==> src/rtl/seg_counter_pkg.sv <==
`default_nettype none
// ============================================================================
// Module      : seg_counter_pkg
// Description : Shared defaults, width helper and direction type for the
//               segmented up/down counter.
// Revision    : 1.0 - initial release
// ============================================================================
package seg_counter_pkg;

    localparam int c_DEF_SEG_W   = 16;
    localparam int c_DEF_NUM_SEG = 4;

    typedef enum logic {
        DIR_DOWN = 1'b0,
        DIR_UP   = 1'b1
    } dir_e;

    function automatic int total_w(input int seg_w, input int num_seg);
        return seg_w * num_seg;
    endfunction

endpackage
`default_nettype wire

==> src/rtl/seg_counter_slice.sv <==
`default_nettype none
// ============================================================================
// Module      : seg_counter_slice
// Description : One counter segment with clear/load/step and terminal flag.
// Revision    : 1.0 - initial release
// ============================================================================
module seg_counter_slice
    import seg_counter_pkg::*;
#(
    parameter int SEG_W = c_DEF_SEG_W
) (
    input  logic             clk,
    input  logic             rst_n,
    input  logic             clr,
    input  logic             load,
    input  logic [SEG_W-1:0] load_val,
    input  logic             step,
    input  dir_e             dir,
    output logic [SEG_W-1:0] seg,
    output logic             term
);

    localparam logic [SEG_W-1:0] c_ONE = {{(SEG_W-1){1'b0}}, 1'b1};

    logic [SEG_W-1:0] r_seg;

    always_ff @(posedge clk or negedge rst_n) begin
        if (!rst_n) begin
            r_seg <= '0;
        end else if (clr) begin
            r_seg <= '0;
        end else if (load) begin
            r_seg <= load_val;
        end else if (step) begin
            r_seg <= (dir == DIR_UP) ? (r_seg + c_ONE) : (r_seg - c_ONE);
        end
    end

    // Terminal means "next step carries/borrows into the segment above".
    assign term = (dir == DIR_UP) ? (&r_seg) : ~(|r_seg);
    assign seg  = r_seg;

endmodule
`default_nettype wire

==> src/rtl/seg_counter.sv <==
`default_nettype none
// ============================================================================
// Module      : seg_counter
// Description : Parametrised segmented up/down counter with compare, wrap,
//               sticky overflow and coherent snapshot readout.
// Revision    : 1.0 - initial release
// ============================================================================
module seg_counter
    import seg_counter_pkg::*;
#(
    parameter int SEG_W   = c_DEF_SEG_W,
    parameter int NUM_SEG = c_DEF_NUM_SEG
) (
    input  logic                       clk,
    input  logic                       rst_n,
    input  logic                       clr,
    input  logic                       load,
    input  logic [SEG_W*NUM_SEG-1:0]   load_val,
    input  logic                       cnt_en,
    input  logic                       up_dn,
    input  logic [SEG_W*NUM_SEG-1:0]   cmp_val,
    input  logic                       ovf_clr,
    input  logic                       snap_req,
    output logic [SEG_W*NUM_SEG-1:0]   cnt,
    output logic                       cmp_hit,
    output logic                       wrap,
    output logic                       ovf_sticky,
    output logic                       snap_valid,
    output logic [SEG_W*NUM_SEG-1:0]   snap_data
);

    localparam int c_TOTAL_W = total_w(SEG_W, NUM_SEG);

    dir_e                            w_dir;
    logic [NUM_SEG-1:0]              w_step;
    logic [NUM_SEG-1:0]              w_term;
    logic [NUM_SEG-1:0][SEG_W-1:0]   w_segs;
    logic                            w_wrap_evt;

    logic                            r_wrap;
    logic                            r_ovf;
    logic                            r_snap_valid;
    logic [c_TOTAL_W-1:0]            r_snap_data;

    assign w_dir     = dir_e'(up_dn);
    assign w_step[0] = cnt_en;

    // Each upper segment steps only when counting and all lower ones are terminal.
    for (genvar k = 1; k < NUM_SEG; k++) begin : g_carry
        assign w_step[k] = w_step[k-1] & w_term[k-1];
    end

    for (genvar k = 0; k < NUM_SEG; k++) begin : g_slice
        seg_counter_slice #(
            .SEG_W(SEG_W)
        ) u_slice (
            .clk      (clk),
            .rst_n    (rst_n),
            .clr      (clr),
            .load     (load),
            .load_val (load_val[k*SEG_W +: SEG_W]),
            .step     (w_step[k]),
            .dir      (w_dir),
            .seg      (w_segs[k]),
            .term     (w_term[k])
        );
    end

    assign w_wrap_evt = w_step[NUM_SEG-1] & w_term[NUM_SEG-1] & ~clr & ~load;

    always_ff @(posedge clk or negedge rst_n) begin
        if (!rst_n) begin
            r_wrap       <= 1'b0;
            r_ovf        <= 1'b0;
            r_snap_valid <= 1'b0;
            r_snap_data  <= '0;
        end else begin
            r_wrap       <= w_wrap_evt;
            r_snap_valid <= snap_req;
            if (w_wrap_evt) begin
                r_ovf <= 1'b1;
            end else if (ovf_clr) begin
                r_ovf <= 1'b0;
            end
            if (snap_req) begin
                r_snap_data <= w_segs;
            end
        end
    end

    assign cnt        = w_segs;
    assign cmp_hit    = (w_segs == cmp_val);
    assign wrap       = r_wrap;
    assign ovf_sticky = r_ovf;
    assign snap_valid = r_snap_valid;
    assign snap_data  = r_snap_data;

endmodule
`default_nettype wire

==> config.mk <==
export PLATFORM = sky130hd
export DESIGN_NAME = seg_counter
export DESIGN_NICKNAME = d
export VERILOG_FILES = /design/src/rtl/seg_counter_pkg.sv /design/src/rtl/seg_counter_slice.sv /design/src/rtl/seg_counter.sv
export SDC_FILE = /design/constraint.sdc
export NUM_CORES = 1
export LEC_CHECK = 0
export CORE_MARGIN = 1
export CORE_UTILIZATION = 49
export CTS_CLUSTER_DIAMETER = 100
export CTS_CLUSTER_SIZE = 30
export DETAILED_ROUTE_END_ITERATION = 8
export PLACE_DENSITY = 0.81
export RECOVER_POWER = 50
export SETUP_SLACK_MARGIN = 0.05
export SYNTH_ARGS = -nofsm -noshare
export SYNTH_HDL_FRONTEND = slang
export SYNTH_HIERARCHICAL = 1
export SYNTH_SLANG_ARGS = --single-unit
==> constraint.sdc <==
create_clock -name clk -period 2.5 [get_ports clk]
set_input_delay 0.625 -clock clk [delete_from_list [all_inputs] [get_ports clk]]
set_output_delay 0.625 -clock clk [all_outputs]
set_load 0.01 [all_outputs]
==> run metrics, run 1 <==
status=finished, violations left; failing checks=capacitance limit, slew limit, setup timing; most frequent cells in the layout=272 x buf_4, 234 x clkdlybuf4s50_1, 127 x dfrtp_1, 66 x mux2_2, 65 x xor2_1; CP startpoint kind=primary input; clk_lat worst skew=440 ps; register area share after synthesis=between 30% and 40%; DIE HEIGHT=~140 um; PD cells=520.0 nW/um2; Sw Share=33.90%; Compound-Gate Fraction of Synth Area=between 15 and 20%; RSZ-0062 raised after global routing=yes; # setup viols final=29; R2R depth=13; Net Sw Power=2.976 mW; CP Buf/Inv Count=3; final worst path period share=139.0%; crit path max fanout=1; Max-Cap Viols=1; antenna violations before repair=8; post-synthesis adder-cell area fraction=8.135%; PortBufs=between 200 and 300; Main synth FF type=dfrtp_1; htree depth=4; placed cell count=1781; CP max-delay cell=nor4_4; maximum VDD drop=523.4 uV; post-route ant nets=0; first-pass GRT wire length=64030 um; DR vias/cell=6.630; vias=12300; Avg Cell Area, Syn=9.410 um2; crit-path cells=clkdlybuf4s50_1, xor2_1, nor4_1, nand4_1, nor4_4, buf_4, buf_6; routability cong.=roughly 0.96; Unique masters post-synth=64; DRC=0; total track usage=42.16%; Pleak=7.462 nW; largest family of logic cells by synthesized area=compound AO/OA/AOI/OAI gates; Post-Synth Simple-Gate Area=16.06%; commonest non-fill, non-tap cell in the layout=buf_4; r2r setup slk=-450 ps; cts bufs inserted=17; Critical R2R Capture=g_slice[3].u_slice/seg[5]$_DFFE_PN0P_; Post-Syn Nets=between 1000 and 1500; largest net degree at the start of global routing=66; synth warn=6; Final Max Slew Viols=66; clock share of power=around 34%; number of synthesized flops with an enable pin=0; Tightest Pin Transition=around 1900 ps; Final Hold Vio Count=0; I/O pin total=268; cts hold-fix bufs=0; worst setup path start=cmp_val[14]; number of synthesized register bits=approximately 130; initial drt markers=1625; Hold/Removal Path Class=in2async; Clock Pin Slew Worst Setup and Hold Paths=70 ps; Starting Density=50.63%; CTS sink cnt=about 130; Clock Skew=13.82 ps; fmax=0.2877 GHz; final net count=1773; layout cell share with drive strength beyond 1=around two fifths; max_slew headroom=-29.04%; final instance count without filler cells=approximately 1900; TritonCTS clock tree=yes; global route overflow=0; Cells after Synth=1020; DIE AREA=20150 um2; mapped cell area=9598 um2; critical path arrival=about 2900 ps; DPL Wire Length=30000 um; Rows=50; crit end category=output port; Wirelength per Cell=27.04 um; fin crit period=3476 ps; core area=about 19000 um2; sequential power share=27.9%; First-pass DRT Iterations=7; CP top delay family=simple AND/OR/NAND/NOR gates; vias in the first global route=11540; chip width=142.0 um; final wirelength=50160 um; Power Internal=around 5.8 mW; Req. time, crit path=1880 ps; Crit path largest cell delay=approximately 600 ps; combinational power share=38.6%; hold_ws=a little under 500 ps; fin worst setup slack=-976.1 ps; root buf cell=clkbuf_16; Post-synth ARST share=100.0%; mux contribution to synthesized area=9.516%; Worst Path Class, Setup=in2out; clk buf depth=2; Reg-to-Reg Start=g_slice[1].u_slice/seg[8]$_DFFE_PN0P_; layout overhead on the synthesized area=75.87%; Synth Area in XOR/XNOR=10.77%
[cell usage after synthesis (9+ instances only)]
| cell | number | area [um2] |
|---|---|---|
| dfrtp_1 | 131 | 3278 |
| a21oi_1 | 79 | 395.4 |
| xor2_1 | 75 | 656.9 |
| mux2_2 | 66 | 743.2 |
| nor2_1 | 66 | 247.7 |
| ha_1 | 56 | 700.7 |
| nand2_1 | 56 | 210.2 |
| xnor2_1 | 43 | 376.6 |
| nor4_1 | 38 | 237.7 |
| inv_1 | 32 | 120.1 |
| nand3_1 | 29 | 145.1 |
| nor3_1 | 27 | 135.1 |
| clkbuf_1 | 25 | 93.84 |
| nand4_1 | 24 | 150.1 |
| o21ai_0 | 24 | 120.1 |
| and3_1 | 17 | 106.4 |
| mux2i_1 | 17 | 170.2 |
| buf_2 | 16 | 80.08 |
| a211oi_1 | 14 | 105.1 |
| o21a_1 | 13 | 97.59 |
| o21ai_1 | 13 | 65.06 |
| nor2b_1 | 12 | 75.07 |
| o22ai_1 | 12 | 75.07 |
| a221oi_1 | 10 | 87.58 |
| o211ai_1 | 9 | 67.56 |
[power groups by stage]
| stage | Sequential [mW] | Clock [mW] | Combinational [mW] |
|---|---|---|---|
| after floorplan | 2.58 | 0 | 1.11 |
| after global placement | 2.45 | 0 | 2.73 |
| after detailed placement | 2.46 | 0 | 2.79 |
| after CTS | 2.43 | 2.88 | 3.00 |
| after global routing | 2.47 | 3.02 | 3.50 |
| final | 2.45 | 2.94 | 3.39 |
[through the flow]
stage | setup WS (ps) | instance area, um2 | setup TNS (ps) | total power [mW] | utilization [%]
2_1_floorplan | 0.1157 | 9672 | 0 | 3.691 | -
3_3_place_gp | -1630 | 14630 | -42210 | 5.186 | 77.20
3_5_place_dp | -1592 | 14630 | -44180 | 5.255 | 77.20
4_1_cts | -514.2 | 16080 | -815.0 | 8.315 | 84.81
5_1_grt | -941.9 | 16880 | -10050 | 8.984 | 89.04
6_report | -976.1 | 16880 | -6991 | 8.777 | 89.05
[how the worst max path moves through the flow]
stage               slack [ps]  cells past startpoint                                endpoint
floorplan                  0.1                      8  g_slice[1].u_slice/seg[10]$_DFFE_PN0P_
global placement         -1630                      8                                 cmp_hit
detailed placement       -1590                      8                                 cmp_hit
CTS                       -510                      7                                 cmp_hit
global route              -940                      7                                 cmp_hit
finish                    -980                      7                                 cmp_hit
[sequential cells by signal, summed over array words and instances, names as in the netlist]
register and flops:
g_slice.u_slice/seg 64, wrap 1, snap_data 64, snap_valid 1, ovf_sticky 1
[area by class of cell]
type | count | area (um2)
Timing Repair inverter | 1 | 5.005
Inverter | 32 | 138.9
Timing Repair Buffer | 584 | 5281
Multi-Input combinational cell | 810 | 7173
Antenna cell | 5 | 12.51
Clock inverter | 11 | 200.2
Clock buffer | 21 | 460.4
Sequential cell | 131 | 3283
Fill cell | 843 | 2076
Tap cell | 260 | 325.3
[logic make-up (layout without fill, tap and decap cells)]
| family | count (synthesis) | count (layout) |
|---|---|---|
| mux | 83 | 83 |
| buf+inv | 79 | 649 |
| compound gates | 248 | 248 |
| flops | 131 | 131 |
| simple gates | 301 | 301 |
| other cells | 0 | 5 |
| xor+xnor | 118 | 118 |
| fa+ha+maj | 60 | 60 |
[metal layers]
layer	part of all wire [%]	vias up	track usage [%]
li1	-	4904	-
met1	33	5755	50.18
met2	44	1180	72.00
met3	13	452	8.479
met4	9.3	8	22.18
met5	0.26	-	0
[timing repair]
item	in CTS	in global routing
cloned	1	3
setup buffers	20	21
endpoints found under the setup margin	63	48
pin swaps	65	65
hold endpoints to repair	0	0
gates resized for setup	153	135
Power figures use the tool's default switching activity.
==> run 2, diff against run 1 <==
--- a/config.mk
+++ b/config.mk
@@ -10,6 +10,7 @@
 export CTS_CLUSTER_DIAMETER = 100
 export CTS_CLUSTER_SIZE = 30
 export DETAILED_ROUTE_END_ITERATION = 8
+export HOLD_SLACK_MARGIN = 0.06
 export PLACE_DENSITY = 0.81
 export RECOVER_POWER = 50
 export SETUP_SLACK_MARGIN = 0.05
==> results of run 2 <==
The final DEF is identical to that of run 1; final timing and power are the same.
